File: src/rtl/issue_pkg.sv
// rtl/issue_pkg.sv - shared widths, default depth and tag-match helper for the issue queue
package issue_pkg;

    localparam int TAG_W         = 6;
    localparam int PAYLOAD_W     = 32;
    localparam int DEPTH_DEFAULT = 8;

    // A broadcast matches a source tag only while the CDB is valid.
    function automatic logic tag_hit(
        input logic             cdb_valid,
        input logic [TAG_W-1:0] cdb_tag,
        input logic [TAG_W-1:0] src_tag
    );
        return cdb_valid && (cdb_tag == src_tag);
    endfunction

endpackage

File: src/rtl/issue_queue_scheduler_if.sv
// rtl/issue_queue_scheduler_if.sv - dispatch, CDB, issue and status bundle of the issue queue
//
// slave  : the queue (receives dispatch/CDB/issue_ready/flush, drives
//          disp_ready, issue outputs and occupancy)
// master : the surrounding core (rename/dispatch, CDB, functional unit)
interface issue_queue_scheduler_if
    import issue_pkg::*;
#(
    parameter int DEPTH = DEPTH_DEFAULT
);
    localparam int OCC_W = $clog2(DEPTH + 1);

    logic                 flush;

    logic                 disp_valid;
    logic                 disp_ready;
    logic [TAG_W-1:0]     disp_src1_tag;
    logic                 disp_src1_rdy;
    logic [TAG_W-1:0]     disp_src2_tag;
    logic                 disp_src2_rdy;
    logic [TAG_W-1:0]     disp_dst_tag;
    logic [PAYLOAD_W-1:0] disp_payload;

    logic                 cdb_valid;
    logic [TAG_W-1:0]     cdb_tag;

    logic                 issue_valid;
    logic                 issue_ready;
    logic [TAG_W-1:0]     issue_dst_tag;
    logic [PAYLOAD_W-1:0] issue_payload;

    logic [OCC_W-1:0]     occupancy;

    modport slave (
        input  flush,
        input  disp_valid, disp_src1_tag, disp_src1_rdy, disp_src2_tag,
               disp_src2_rdy, disp_dst_tag, disp_payload,
        output disp_ready,
        input  cdb_valid, cdb_tag,
        output issue_valid, issue_dst_tag, issue_payload,
        input  issue_ready,
        output occupancy
    );

    modport master (
        output flush,
        output disp_valid, disp_src1_tag, disp_src1_rdy, disp_src2_tag,
               disp_src2_rdy, disp_dst_tag, disp_payload,
        input  disp_ready,
        output cdb_valid, cdb_tag,
        input  issue_valid, issue_dst_tag, issue_payload,
        output issue_ready,
        input  occupancy
    );

endinterface

File: src/rtl/iq_entry.sv
// rtl/iq_entry.sv - one issue-queue entry with CDB wakeup and dispatch-time bypass
//
// Ports: clk, rst (sync, active-high), clear (flush), wr_en + wr_* (allocate),
//        cdb_valid/cdb_tag (wakeup), free (issued), valid/eligible/dst_tag/payload.
module iq_entry
    import issue_pkg::*;
(
    input  logic                 clk,
    input  logic                 rst,
    input  logic                 clear,
    input  logic                 wr_en,
    input  logic [TAG_W-1:0]     wr_s1_tag,
    input  logic                 wr_s1_rdy,
    input  logic [TAG_W-1:0]     wr_s2_tag,
    input  logic                 wr_s2_rdy,
    input  logic [TAG_W-1:0]     wr_dst_tag,
    input  logic [PAYLOAD_W-1:0] wr_payload,
    input  logic                 cdb_valid,
    input  logic [TAG_W-1:0]     cdb_tag,
    input  logic                 free,
    output logic                 valid,
    output logic                 eligible,
    output logic [TAG_W-1:0]     dst_tag,
    output logic [PAYLOAD_W-1:0] payload
);

    logic [TAG_W-1:0] s1_tag;
    logic [TAG_W-1:0] s2_tag;
    logic             s1_rdy;
    logic             s2_rdy;

    logic wake1;
    logic wake2;
    logic byp1;
    logic byp2;

    assign wake1 = tag_hit(cdb_valid, cdb_tag, s1_tag);
    assign wake2 = tag_hit(cdb_valid, cdb_tag, s2_tag);
    // A result broadcast in the dispatch cycle would otherwise be missed.
    assign byp1  = tag_hit(cdb_valid, cdb_tag, wr_s1_tag);
    assign byp2  = tag_hit(cdb_valid, cdb_tag, wr_s2_tag);

    always_ff @(posedge clk) begin
        if (rst || clear) begin
            valid  <= 1'b0;
            s1_rdy <= 1'b0;
            s2_rdy <= 1'b0;
        end else if (wr_en) begin
            valid  <= 1'b1;
            s1_rdy <= wr_s1_rdy || byp1;
            s2_rdy <= wr_s2_rdy || byp2;
        end else if (free) begin
            valid  <= 1'b0;
            s1_rdy <= 1'b0;
            s2_rdy <= 1'b0;
        end else if (valid) begin
            if (wake1) s1_rdy <= 1'b1;
            if (wake2) s2_rdy <= 1'b1;
        end
    end

    // Tags and payload are only meaningful while valid, so they carry no reset.
    always_ff @(posedge clk) begin
        if (wr_en) begin
            s1_tag  <= wr_s1_tag;
            s2_tag  <= wr_s2_tag;
            dst_tag <= wr_dst_tag;
            payload <= wr_payload;
        end
    end

    assign eligible = valid && s1_rdy && s2_rdy;

endmodule

File: src/rtl/issue_queue_scheduler.sv
// rtl/issue_queue_scheduler.sv - tag-matching issue queue with fixed-priority select
//
// Ports: clk, rst (sync, active-high), iq (slave modport: flush, dispatch
//        handshake, CDB broadcast, issue handshake, occupancy).
module issue_queue_scheduler
    import issue_pkg::*;
#(
    parameter int DEPTH = DEPTH_DEFAULT
)(
    input  logic                    clk,
    input  logic                    rst,
    issue_queue_scheduler_if.slave  iq
);

    localparam int IDX_W = $clog2(DEPTH);
    localparam int OCC_W = $clog2(DEPTH + 1);

    logic [DEPTH-1:0]     ent_valid;
    logic [DEPTH-1:0]     ent_elig;
    logic [DEPTH-1:0]     wr_sel;
    logic [DEPTH-1:0]     free_sel;
    logic [TAG_W-1:0]     ent_dst     [DEPTH];
    logic [PAYLOAD_W-1:0] ent_payload [DEPTH];

    logic             free_found;
    logic [IDX_W-1:0] free_idx;
    logic             sel_found;
    logic [IDX_W-1:0] sel_idx;
    logic             disp_fire;
    logic             issue_fire;
    logic [OCC_W-1:0] occ_q;

    // Lowest-index free slot; iterating downward leaves the lowest hit last.
    always_comb begin
        free_found = 1'b0;
        free_idx   = '0;
        for (int i = DEPTH - 1; i >= 0; i--) begin
            if (!ent_valid[i]) begin
                free_found = 1'b1;
                free_idx   = IDX_W'(i);
            end
        end
    end

    // Lowest-index eligible entry wins issue.
    always_comb begin
        sel_found = 1'b0;
        sel_idx   = '0;
        for (int i = DEPTH - 1; i >= 0; i--) begin
            if (ent_elig[i]) begin
                sel_found = 1'b1;
                sel_idx   = IDX_W'(i);
            end
        end
    end

    assign iq.disp_ready = (occ_q != OCC_W'(DEPTH));
    // A dispatch offered during flush is dropped; free_found is implied by
    // disp_ready but kept so a slot is never written without one being free.
    assign disp_fire     = iq.disp_valid && iq.disp_ready && free_found && !iq.flush;
    assign issue_fire    = sel_found && iq.issue_ready;

    assign iq.issue_valid   = sel_found;
    assign iq.issue_dst_tag = sel_found ? ent_dst[sel_idx]     : '0;
    assign iq.issue_payload = sel_found ? ent_payload[sel_idx] : '0;

    genvar g;
    generate
        for (g = 0; g < DEPTH; g++) begin : g_entry
            // The freed entry is valid and the written one is not, so the two
            // selects never hit the same slot in one cycle.
            assign wr_sel[g]   = disp_fire  && (free_idx == IDX_W'(g));
            assign free_sel[g] = issue_fire && (sel_idx  == IDX_W'(g));

            iq_entry u_entry (
                .clk        (clk),
                .rst        (rst),
                .clear      (iq.flush),
                .wr_en      (wr_sel[g]),
                .wr_s1_tag  (iq.disp_src1_tag),
                .wr_s1_rdy  (iq.disp_src1_rdy),
                .wr_s2_tag  (iq.disp_src2_tag),
                .wr_s2_rdy  (iq.disp_src2_rdy),
                .wr_dst_tag (iq.disp_dst_tag),
                .wr_payload (iq.disp_payload),
                .cdb_valid  (iq.cdb_valid),
                .cdb_tag    (iq.cdb_tag),
                .free       (free_sel[g]),
                .valid      (ent_valid[g]),
                .eligible   (ent_elig[g]),
                .dst_tag    (ent_dst[g]),
                .payload    (ent_payload[g])
            );
        end
    endgenerate

    always_ff @(posedge clk) begin
        if (rst || iq.flush) begin
            occ_q <= '0;
        end else begin
            case ({disp_fire, issue_fire})
                2'b10:   occ_q <= occ_q + OCC_W'(1);
                2'b01:   occ_q <= occ_q - OCC_W'(1);
                default: occ_q <= occ_q;
            endcase
        end
    end

    assign iq.occupancy = occ_q;

endmodule

File: src/flat_wrapper.sv
// flat-port wrapper written by rule: the top's interface ports become plain ports
module issue_queue_scheduler_flat import issue_pkg::*;
#(
    parameter int DEPTH = DEPTH_DEFAULT
)
  (clk, rst, iq_flush, iq_disp_valid, iq_disp_src1_tag, iq_disp_src1_rdy, iq_disp_src2_tag, iq_disp_src2_rdy, iq_disp_dst_tag, iq_disp_payload, iq_disp_ready, iq_cdb_valid, iq_cdb_tag, iq_issue_valid, iq_issue_dst_tag, iq_issue_payload, iq_issue_ready, iq_occupancy);
  issue_queue_scheduler_if #(.DEPTH(DEPTH)) iq_i ();
  input  logic clk;
  input  logic rst;
  input wire logic [$bits(iq_i.flush)-1:0] iq_flush;
  input wire logic [$bits(iq_i.disp_valid)-1:0] iq_disp_valid;
  input wire logic [$bits(iq_i.disp_src1_tag)-1:0] iq_disp_src1_tag;
  input wire logic [$bits(iq_i.disp_src1_rdy)-1:0] iq_disp_src1_rdy;
  input wire logic [$bits(iq_i.disp_src2_tag)-1:0] iq_disp_src2_tag;
  input wire logic [$bits(iq_i.disp_src2_rdy)-1:0] iq_disp_src2_rdy;
  input wire logic [$bits(iq_i.disp_dst_tag)-1:0] iq_disp_dst_tag;
  input wire logic [$bits(iq_i.disp_payload)-1:0] iq_disp_payload;
  output wire logic [$bits(iq_i.disp_ready)-1:0] iq_disp_ready;
  input wire logic [$bits(iq_i.cdb_valid)-1:0] iq_cdb_valid;
  input wire logic [$bits(iq_i.cdb_tag)-1:0] iq_cdb_tag;
  output wire logic [$bits(iq_i.issue_valid)-1:0] iq_issue_valid;
  output wire logic [$bits(iq_i.issue_dst_tag)-1:0] iq_issue_dst_tag;
  output wire logic [$bits(iq_i.issue_payload)-1:0] iq_issue_payload;
  input wire logic [$bits(iq_i.issue_ready)-1:0] iq_issue_ready;
  output wire logic [$bits(iq_i.occupancy)-1:0] iq_occupancy;
  assign iq_i.flush = iq_flush;
  assign iq_i.disp_valid = iq_disp_valid;
  assign iq_i.disp_src1_tag = iq_disp_src1_tag;
  assign iq_i.disp_src1_rdy = iq_disp_src1_rdy;
  assign iq_i.disp_src2_tag = iq_disp_src2_tag;
  assign iq_i.disp_src2_rdy = iq_disp_src2_rdy;
  assign iq_i.disp_dst_tag = iq_disp_dst_tag;
  assign iq_i.disp_payload = iq_disp_payload;
  assign iq_disp_ready = iq_i.disp_ready;
  assign iq_i.cdb_valid = iq_cdb_valid;
  assign iq_i.cdb_tag = iq_cdb_tag;
  assign iq_issue_valid = iq_i.issue_valid;
  assign iq_issue_dst_tag = iq_i.issue_dst_tag;
  assign iq_issue_payload = iq_i.issue_payload;
  assign iq_i.issue_ready = iq_issue_ready;
  assign iq_occupancy = iq_i.occupancy;
  issue_queue_scheduler #(.DEPTH(DEPTH)) u_core (.clk(clk), .rst(rst), .iq(iq_i));
endmodule
File: config.mk
export PLATFORM = sky130hd
export DESIGN_NAME = issue_queue_scheduler_flat
export DESIGN_NICKNAME = d
export VERILOG_FILES = /design/src/rtl/issue_pkg.sv /design/src/rtl/issue_queue_scheduler_if.sv /design/src/rtl/iq_entry.sv /design/src/rtl/issue_queue_scheduler.sv /design/src/flat_wrapper.sv
export SDC_FILE = /design/constraint.sdc
export NUM_CORES = 1
export LEC_CHECK = 0
export CORE_UTILIZATION = 25
export DETAILED_ROUTE_END_ITERATION = 8
export GPL_ROUTABILITY_DRIVEN = 0
export PLACE_DENSITY = 0.5
export SLEW_MARGIN = 40
export SYNTH_ARGS = -nofsm -noshare
export SYNTH_HDL_FRONTEND = slang
export SYNTH_SLANG_ARGS = --single-unit
File: constraint.sdc
create_clock -name clk -period 7.2 [get_ports clk]
set_input_delay 0.72 -clock clk [delete_from_list [all_inputs] [get_ports clk]]
set_output_delay 0.72 -clock clk [all_outputs]
set_load 0.05 [all_outputs]
# Word level (Yosys, flattened, before mapping)
# Index checks and enable logic that the tools add are counted.
[classes] n_lt_le_gt_ge=1 bitwise_logic=1 add_sub_neg=2 mux=121 n_eq_ne=35 reduce_logical=109
[op_table] op="6-bit equality test" count=18
[op_table] op="32-bit binary-select mux with 3-bit select" count=1
[op_table] op="1-bit 2-to-1 mux" count=96
[op_table] op="32-bit 2-to-1 mux" count=3
[op_table] op="3-bit nonzero test" count=24
[op_table] op="1-bit logical AND" count=54
[op_table] op="3-bit 2-to-1 mux" count=16
[op_table] op="2-bit AND reduction" count=16
[op_table] op="3-bit equality test (second input constant)" count=8
[op_table] op="6-bit binary-select mux with 3-bit select" count=1
[op_table] op="6-bit 2-to-1 mux" count=3
[op_table] op="2-bit nonzero test" count=9
[op_table] op="3-bit by 2-bit equality test with 1-bit output (second input constant)" count=4
[op_table] op="4-bit one-hot mux with 2 select lines" count=1
[op_table] op="3-bit by 1-bit equality test with 1-bit output (second input constant)" count=2
[op_table] op="3-bit zero test" count=2
[op_table] op="4-bit by 1-bit adder with 4-bit output (second input constant)" count=1
[op_table] op="4-bit greater-or-equal comparator (second input constant)" count=1
[op_table] op="4-bit inequality test (second input constant)" count=1
[op_table] op="3-bit NOT with 4-bit output" count=1
[op_table] op="4-bit by 1-bit subtractor with 4-bit output (second input constant)" count=1
[op_table] op="1-bit logical OR" count=3
[op_table] op="2-bit by 1-bit equality test with 1-bit output (second input constant)" count=1
[op_table] op="2-bit equality test (second input constant)" count=1
[op_table] op="1-bit zero test" count=1
[totals] input_bits=64 register_bits=428 output_inout_bits=44 wordCells=326

# Longest topological paths before layout
# Gate-level depths: netlist of the first run.
[depth] ltp_word=15 depth_mapped=14 ltp_nobuf=11

# Modules after synthesis
# Synthesis of the first run repeated with hierarchy kept, for this count alone.
[unflattened] hier_cells=1211 area_unflattened_um2=17984.7
[modules_own_cells] module="iq_entry" area_each_um2=1888.1 n_inst=8 seq_area_each_um2=1561.5 cells_each=98
[modules_own_cells] module="issue_queue_scheduler" area_each_um2=2880.3 n_inst=1 seq_area_each_um2=80.1 cells_each=427

# Least setup slack after synthesis of the first run
# OpenSTA, ideal clock, no wires.
[synth_timing] kind="register -> register" start="register u_core.occ_q[0], in the netlist u_core.iq.occupancy[0]" end="register u_core.g_entry[6].u_entry.dst_tag[0], enable pin" synth_period_minus_slack_ns=4.201 path_slack_ns=2.999 path_stages_with_launch=5 arrival_ns=3.743 cell_sequence="dfxtp_1 -> or4b_1 -> and2_1 -> nand3b_1 -> nor2_1"
[synth_via] elab_chain_len=5
[synth_rtl] item="from (decl)" line="issue_queue_scheduler.sv:31" source="logic [OCC_W-1:0] occ_q;"
[synth_rtl] item="from (signal assigned)" line="issue_queue_scheduler.sv:102" source="2'b10: occ_q <= occ_q + OCC_W'(1);"
[synth_rtl] item="from (signal assigned)" line="issue_queue_scheduler.sv:103" source="2'b01: occ_q <= occ_q - OCC_W'(1);"
[synth_rtl] item="from (signal assigned)" line="issue_queue_scheduler.sv:104" source="default: occ_q <= occ_q;"
[synth_rtl] item="4-bit inequality test" line="issue_queue_scheduler.sv:57" source="assign iq.disp_ready = (occ_q != OCC_W'(DEPTH));"
[synth_rtl] item="net iq_disp_ready" line="flat_wrapper.sv:18" source="output wire logic [$bits(iq_i.disp_ready)-1:0] iq_disp_ready;"
[synth_rtl] item="1-bit logical AND (3 in a row)" line="issue_queue_scheduler.sv:60" source="assign disp_fire = iq.disp_valid && iq.disp_ready && free_found && !iq.flush;"
[synth_rtl] item="1-bit logical AND" line="issue_queue_scheduler.sv:72" source="assign wr_sel[g] = disp_fire && (free_idx == IDX_W'(g));"
[synth_rtl] item="net u_core.g_entry[6].u_entry.wr_en" line="iq_entry.sv:11" source="input logic wr_en,"
[synth_rtl] item="to (signal assigned)" line="iq_entry.sv:67" source="dst_tag <= wr_dst_tag;"
[synth_rtl] item="to (decl)" line="iq_entry.sv:23" source="output logic [TAG_W-1:0] dst_tag,"
# The timed path passes the listed nets, and every way through them passes these cells.
# A chain may end at the register's enable or synchronous reset.

# Worst setup path after layout of the first run
[layout_timing] start="register u_core.g_entry[0].u_entry.valid" end="output port iq_issue_payload[24]"
[layout_via] elab_chain_len=8 elab_cells_between_ends=9 cone_classes="mux: 6; bitwise: 1; reduce/logical: 2"
[layout_rtl] item="from (decl)" line="iq_entry.sv:21" source="output logic valid,"
[layout_rtl] item="from (signal assigned)" line="iq_entry.sv:45" source="valid <= 1'b0;"
[layout_rtl] item="from (signal assigned)" line="iq_entry.sv:49" source="valid <= 1'b1;"
[layout_rtl] item="from (signal assigned)" line="iq_entry.sv:53" source="valid <= 1'b0;"
[layout_rtl] item="1-bit logical AND * (2 in a row)" line="iq_entry.sv:72" source="assign eligible = valid && s1_rdy && s2_rdy;"
[layout_rtl] item="3-bit 2-to-1 mux" line="issue_queue_scheduler.sv:50" source="if (ent_elig[i]) begin"
[layout_rtl] item="3-bit NOT with 4-bit output (not written as such)" line="issue_queue_scheduler.sv:65" source="assign iq.issue_payload = sel_found ? ent_payload[sel_idx] : '0;"
[layout_rtl] item="32-bit binary-select mux with 3-bit select" line="issue_queue_scheduler.sv:65"
[layout_rtl] item="32-bit 2-to-1 mux (not written as such) (2 in a row)" line="issue_queue_scheduler.sv:65"
[layout_rtl] item="32-bit 2-to-1 mux *" line="issue_queue_scheduler.sv:65"
[layout_rtl] item="to (decl)" line="flat_wrapper.sv:23" source="output wire logic [$bits(iq_i.issue_payload)-1:0] iq_issue_payload;"
# Mark *: on every way between the ends. The rest lies on a longest branch, timed or not. The select of a mux whose other input is x is not followed.

==> metrics.csv, run 1 <==
stage,metric,value,unit
status,status,"finished, final reports clean",
yosys,synthTopCellsByArea,"edfxtp_1 66%, xor2_1 4.1%, dfxtp_1 3.1%",
placement,place_area,20200,sq um
clock_tree,cts_buffers,46,
sta,fin_tns_setup,0,ps
power,swShare,21.0,%
clock_tree,cts_tree,yes,
floorplan,pin_count,108,
clock_tree,clk_path_buf_depth,3,
hold_path,hp-start,u_core.iq.occupancy[3],
routing,antenna_left,0,
yosys,synth.net_count,1295,
yosys,synth_top_area_share,66.5,%
yosys,ys_seq_area_share,69.6,%
global_route,grt_use_total,13.7,%
sta,timing.final.ws_setup,1360,ps
yosys,syn_area,18100,sq um
setup_path,startpoint_type,flop,
placement,port_buffers,107,
final_layout,finalNonFillerCells,2314,
sta,slew_violations,0,
setup_path,timing.rr.start,u_core.g_entry[2].u_entry.valid,
yosys,synthFlopType,edfxtp_1,
sta,finalClockSkew,43.2,ps
global_route,grt_pass1_vias,11300,
clock_tree,htree_levels,2,
final_layout,final_nets,1397,
sta,hold_viol_final,0,
yosys,yosysTopAreaCell,edfxtp_1,
routing,dr.pass1.iters,5,
clock_tree,clk_latency,610,ps
final_layout,design_area,21600,sq um
clock_tree,hold_buffers,0,
global_route,gr-total-overflow,0,
hold_path,hold_path.class,reg2reg,
yosys,syn_area_per_cell,14.7,sq um
floorplan,die_w,271,microns
yosys,synth_edf_count,400,
placement,dp_slack,1870,ps
clock_tree,post_cts_buffers,0,
setup_path,crit_type,reg2out,
global_route,grt_pass1_wl,75.1,mm
hold_path,whs_path_depth,2,
clock_tree,clock_sinks,428,
final_layout,antenna_cells,0,
setup_path,cp_max_fo,41,
final_layout,finish.utilization,30.3,%
routing,wl_per_cell,22.1,microns
yosys,syn-instance-count,1227,
yosys,async_flop_share,0,%
hold_path,min_delay_worst_endpoint,u_core.iq.occupancy[3],
setup_path,cpPeakStageDelay,920,ps
floorplan,core.rowCount,98,
routing,num_vias,11100,
global_route,antenna_found_initial,2,
power,pwr-share-seq,53.5,%
clock_tree,cts_resized,0,
placement,hpwl,31.3,mm
setup_path,r2r_end,u_core.iq.occupancy[3],
setup_path,cp-end-kind,output port,
sta,fmax,0.171,GHz
setup_path,r2r_cells,12,
setup_path,cp_slowest_cell,clkdlybuf4s50_1,
setup_path,r2r_slack,3870,ps
clock_tree,cts-root-buf,clkbuf_16,
sta,timing.final.crit_share,81.1,%
setup_path,path_common_cell,buf_4,
sta,layout_min_cycle_time,5840,ps
power,p_sw,1.08,mW
sta,worst-slew-pin-transition,838,ps
power,vdd_drop_max,0.000133,V
power,pwr-share-comb,3.0,%
setup_path,path_cells,"nand3_2, nand2_1, buf_4, o21a_2, buf_4, a221oi_1, o22ai_1, clkdlybuf4s50_1",
final_layout,drive_above_1_share,9.90,%
yosys,synth_cell_types,61,
yosys,yosys_register_bits,428,
power,clock_power_share,43.5,%
routing,routed_wl,51.0,mm
sta,rsz0062_at_grt,false,
power,internal-power,4.04,mW
placement,dp.cells,2230,
global_route,grt_max_degree,56,
floorplan,die_area,73300,sq um
sta,finalSetupViolCount,0,
setup_path,arrival,5120,ps
floorplan,start_util,25.3,%
clock_tree,clk_pin_slew,60,ps
run,drv_cap,0,
routing,drc,0,
yosys,ys_warn_count,0,
routing,drtIter0Drc,935,
power,p_per_area,237,nW/um^2
final_layout,area_growth,19.8,%
routing,avgViaCountPerCell,4.81,
power,cellLeakagePower,6.72,nW
setup_path,cp.required,6480,ps
floorplan,core_area,71500,sq um
floorplan,die_height,271,microns
sta,slew_headroom,44.1,%
worst max-delay path: cells and delay by family, from the launching register on:
family / cells / cell delay, ps
AO/OA/AOI/OAI: 3 / 1190
buffers and inverters: 3 / 1830
flip-flops: 1 / 510
AND/OR/NAND/NOR: 2 / 960
Yosys cell counts, types with 9 or more instances:
library cell and count:
edfxtp_1 400, xor2_1 84, a221oi_1 60, nand3_1 52, a21oi_1 45, buf_2 42
o21ai_0 41, nor2_1 37, clkbuf_1 35, o211ai_1 35, and3_1 28, dfxtp_1 28
o22ai_1 28, nand2_1 27, xnor2_1 27, nor3_1 23, o2bb2ai_1 22, inv_1 17
mux2i_1 17, nor4_1 16, o32ai_1 15, o221ai_1 13, o21a_1 11, or3_1 11
a22o_1 9, buf_6 9, o311ai_0 9
metrics by stage:
stage	hold WS [ps]	total power [mW]
final	502	5.12
after global routing	538	5.28
after global placement	483	2.95
after CTS	509	5.19
after floorplan	486	2.85
after detailed placement	502	2.95
cells by family after synthesis:
kind of cell / share of synthesized area, %
AND/OR/NAND/NOR: 6.93
multiplexers: 1.38
buffers and inverters: 2.85
XOR/XNOR: 5.38
adder cells (fa/ha/maj): 0.319
AO/OA/AOI/OAI: 13.6
flip-flops: 69.6
state kept, by name, summed over array words and instances, names as in the netlist:
name                            flops
u_core.g_entry.u_entry.dst_tag     48
u_core.g_entry.u_entry.payload    256
u_core.g_entry.u_entry.s1_rdy       8
u_core.g_entry.u_entry.s1_tag      48
u_core.g_entry.u_entry.s2_rdy       8
u_core.g_entry.u_entry.s2_tag      48
u_core.g_entry.u_entry.valid        8
u_core.iq.occupancy                 4
power by group through the flow:
stage | logic (mW) | clock network (mW) | registers, mW
after floorplan | 0.0595 | 0 | 2.79
after global placement | 0.153 | 0 | 2.79
after detailed placement | 0.155 | 0 | 2.79
after CTS | 0.155 | 2.29 | 2.74
after global routing | 0.165 | 2.38 | 2.74
final | 0.151 | 2.23 | 2.74
layout by cell type (no fill, tap or decap), drive strengths merged, types with 29 or more instances in the layout:
cell type      count
a221oi            60
edfxtp           400
nor2              39
o211ai            37
clkdlybuf4s50    107
buf               33
nand3             57
o21ai             43
nand2             29
clkbuf            56
a21oi             46
xor2              84
layer usage:
layer / global-route usage [%] / up-vias / share of wire, %
met5: 0 / - / 0.045
met3: 2.28 / 74 / 5.0
met2: 21.9 / 296 / 47
met4: 4.43 / 4 / 2.4
li1: - / 5123 / -
met1: 18.7 / 5626 / 45
layout make-up:
type | count | area, sq um
clock inverter | 28 | 223
multi-input combinational | 695 | 5040
clock buffer | 55 | 1180
sequential | 428 | 12600
timing repair buffer | 141 | 1370
tap | 950 | 1190
inverter | 17 | 63.8
fill | 7088 | 49800
worst max-delay path by stage:
stage / start / end / slack [ps]
final: u_core.g_entry[0].u_entry.valid / iq_issue_payload[24] / 1360
after global routing: u_core.g_entry[0].u_entry.valid / iq_issue_payload[24] / 1120
after CTS: u_core.g_entry[0].u_entry.valid / iq_issue_dst_tag[4] / 1260
after detailed placement: u_core.g_entry[0].u_entry.valid / iq_issue_dst_tag[4] / 1870
after global placement: u_core.g_entry[0].u_entry.valid / iq_issue_payload[24] / 1890
after floorplan: u_core.iq.occupancy[0] / u_core.g_entry[6].u_entry.dst_tag[0] / 3000
Power figures use the tool's default switching activity.
==> inputs of run 2 (changes only) <==
PLACE_DENSITY = 0.52   (was 0.5)
clock period = 5.3 ns   (was 7.2 ns; I/O delays follow)
==> run 2 against run 1 <==
Against the previous run: sequential share of layout area fell by 1.4 points; critical path type unchanged; largest power group unchanged; flip-flop and latch count did not move; via count rose by 2.3%; routed wire length rose by 1.8%.
==> metrics.csv, run 2 (synthesis gave the netlist of run 1 again) <==
stage,metric,value,unit,change
status,status,"finished, final reports clean",,unchanged
power,p_per_area,314,nW/um^2,was 237 nW/um^2
floorplan,core_area,71500,sq um,unchanged
sta,fmax,0.222,GHz,
final_layout,largest_register_ffs,256,,unchanged
routing,avgViaCountPerCell,4.88,,was 4.81
final_layout,drive_above_1_share,13.9,%,was 9.90%
clock_tree,clock_sinks,428,,unchanged
floorplan,start_util,25.3,%,unchanged
sta,layout_min_cycle_time,4500,ps,
setup_path,path_cells,"nand3_2, buf_4, nand2_1, o21a_2, buf_12, mux2_2, o22ai_1, buf_12",,"was nand3_2, nand2_1, buf_4, o21a_2, buf_4, a221oi_1, o22ai_1, clkdlybuf4s50_1"
routing,wl_per_cell,22.3,microns,was 22.1 microns
sta,fin_tns_setup,0,ps,unchanged
setup_path,arrival,3970,ps,was 5120 ps
final_layout,area_growth,22.8,%,was 19.8%
sta,slew_violations,0,,unchanged
floorplan,die_w,271,microns,unchanged
placement,hpwl,32.6,mm,was 31.3 mm
placement,port_buffers,107,,unchanged
hold_path,hold_path.class,reg2reg,,unchanged
routing,dr.pass1.iters,5,,unchanged
floorplan,die_height,271,microns,unchanged
global_route,grt_max_degree,55,,was 56
final_layout,regArea,12600,sq um,unchanged
clock_tree,hold_buffers,0,,unchanged
routing,num_vias,11400,,"was 11,100"
routing,drc,0,,unchanged
clock_tree,post_cts_buffers,0,,unchanged
setup_path,cp_top_family,compound AO/OA/AOI/OAI gates,,was buffers and inverters
final_layout,multiInputGateArea,5030,sq um,was 5040 sq um
sta,finalClockSkew,23.8,ps,was 43.2 ps
clock_tree,clk_path_buf_depth,3,,unchanged
setup_path,cp_max_fo,26,,was 41
sta,worst-slew-pin-transition,834,ps,was 838 ps
clock_tree,htree_levels,2,,unchanged
setup_path,startpoint_type,flop,,unchanged
sta,finalSetupViolCount,0,,unchanged
global_route,antenna_found_initial,2,,unchanged
clock_tree,cts-root-buf,clkbuf_16,,unchanged
final_layout,mostFrequentLayoutCell,edfxtp_1,,unchanged
clock_tree,cts_buffers,45,,was 46
routing,antenna_left,0,,unchanged
clock_tree,clk_latency,590,ps,was 610 ps
final_layout,antenna_cells,0,,unchanged
routing,drtIter0Drc,940,,was 935
global_route,grt_pass1_wl,77.3,mm,was 75.1 mm
global_route,grt_pass1_vias,11500,,"was 11,300"
setup_path,cpPeakStageDelay,580,ps,was 920 ps
setup_path,crit_type,reg2out,,unchanged
floorplan,die_area,73300,sq um,unchanged
clock_tree,cts_tree,yes,,unchanged
run,drv_cap,0,,unchanged
setup_path,cp_num_buf_inv,3,,unchanged
power,cellLeakagePower,7.01,nW,was 6.72 nW
final_layout,regMostFlops,u_core.g_entry.u_entry.payload,,unchanged
sta,timing.final.crit_share,84.9,%,
setup_path,cp.required,4770,ps,was 6480 ps
global_route,gr-total-overflow,0,,unchanged
setup_path,cp_slowest_cell,nand3_2,,was clkdlybuf4s50_1
routing,routed_wl,51.9,mm,was 51.0 mm
sta,hold_viol_final,0,,unchanged
setup_path,cp-end-kind,output port,,unchanged
clock_tree,clk_pin_slew,60,ps,about the same
final_layout,final_nets,1412,,"was 1,397"
final_layout,nFillCells,7014,,"was 7,088"
setup_path,path_common_cell,buf_12,,was buf_4
sta,slew_headroom,44.3,%,was 44.1%
power,vdd_drop_max,0.000240,V,was 0.000133 V
final_layout,final_cell_mix,"400 x edfxtp_1, 84 x xor2_1, 69 x clkdlybuf4s50_1",,"was 400 x edfxtp_1, 107 x clkdlybuf4s50_1, 84 x xor2_1"
floorplan,pin_count,108,,unchanged
floorplan,core.rowCount,98,,unchanged
global_route,grt_use_total,14.0,%,was 13.7%
sta,rsz0062_at_grt,false,,unchanged
power,finalPower,6.98,mW,was 5.12 mW
clock_tree,cts_resized,0,,unchanged
## run 2: cell types whose count changed in the layout (fill, tap and decap cells not counted), moves of 2 or more
cell             delta
buf_12             +41
clkdlybuf4s50_1    -38
buf_4              +12
clkinv_1            -9
clkinv_2            +7
clkbuf_1            +2
inv_6               -2
## run 2: metrics by stage
step | cell area, sq um | setup WS (ps) | utilization (%) | hold WS (ps) | cells
after global placement | 20700 | 1420 | 28.9 | 482 | 2241
after CTS | 22200 | 729 | 31.0 | 507 | 2328
final | 22200 | 802 | 31.0 | 505 | 2329
after global routing | 22200 | 549 | 31.0 | 571 | 2329
after detailed placement | 20700 | 1350 | 29.0 | 501 | 2246
after floorplan | 18100 | 1100 | - | 486 | 1227
## run 2: area by class of cell
cell class / instances / area share, %
timing repair buffer: 157 / 8.67
sequential: 428 / 56.7
clock buffer: 56 / 5.26
tap: 950 / 5.36
clock inverter: 26 / 1.11
inverter: 17 / 0.299
multi-input combinational: 695 / 22.7
## run 2: final timing paths
check	startpoint	end	slack (ps)	cells after the start
worst max-delay path	u_core.g_entry[0].u_entry.valid	iq_issue_payload[0]	800	8
worst min-delay path	u_core.iq.occupancy[3]	u_core.iq.occupancy[3]	510	2
worst max register to register	u_core.g_entry[2].u_entry.valid	u_core.iq.occupancy[3]	2010	11
worst min register to register	u_core.iq.occupancy[3]	u_core.iq.occupancy[3]	510	2
## run 2: power breakdown
group	internal, mW	leakage, nW	total [mW]	switching [mW]
combinational	0.0816	2.48	0.214	0.132
clock	1.72	0.694	3.04	1.32
sequential	3.72	3.84	3.72	0.00742
## run 2: layer usage
metal	vias up	share of wire, %	routed length [microns]	track usage [%]
met1	5774	44	23000	18.8
met3	88	5.4	2800	2.06
met4	4	3.2	1670	5.63
met5	-	0.058	30	0
met2	360	47	24500	22.7
li1	5149	-	-	-
## run 2: worst register-to-register path, delay by kind of cell (launching register included)
family | cells | cell delay, ps
AO/OA/AOI/OAI | 3 | 490
XOR/XNOR | 1 | 90
adder cells (fa/ha/maj) | 2 | 530
flip-flops | 1 | 420
AND/OR/NAND/NOR | 5 | 1690
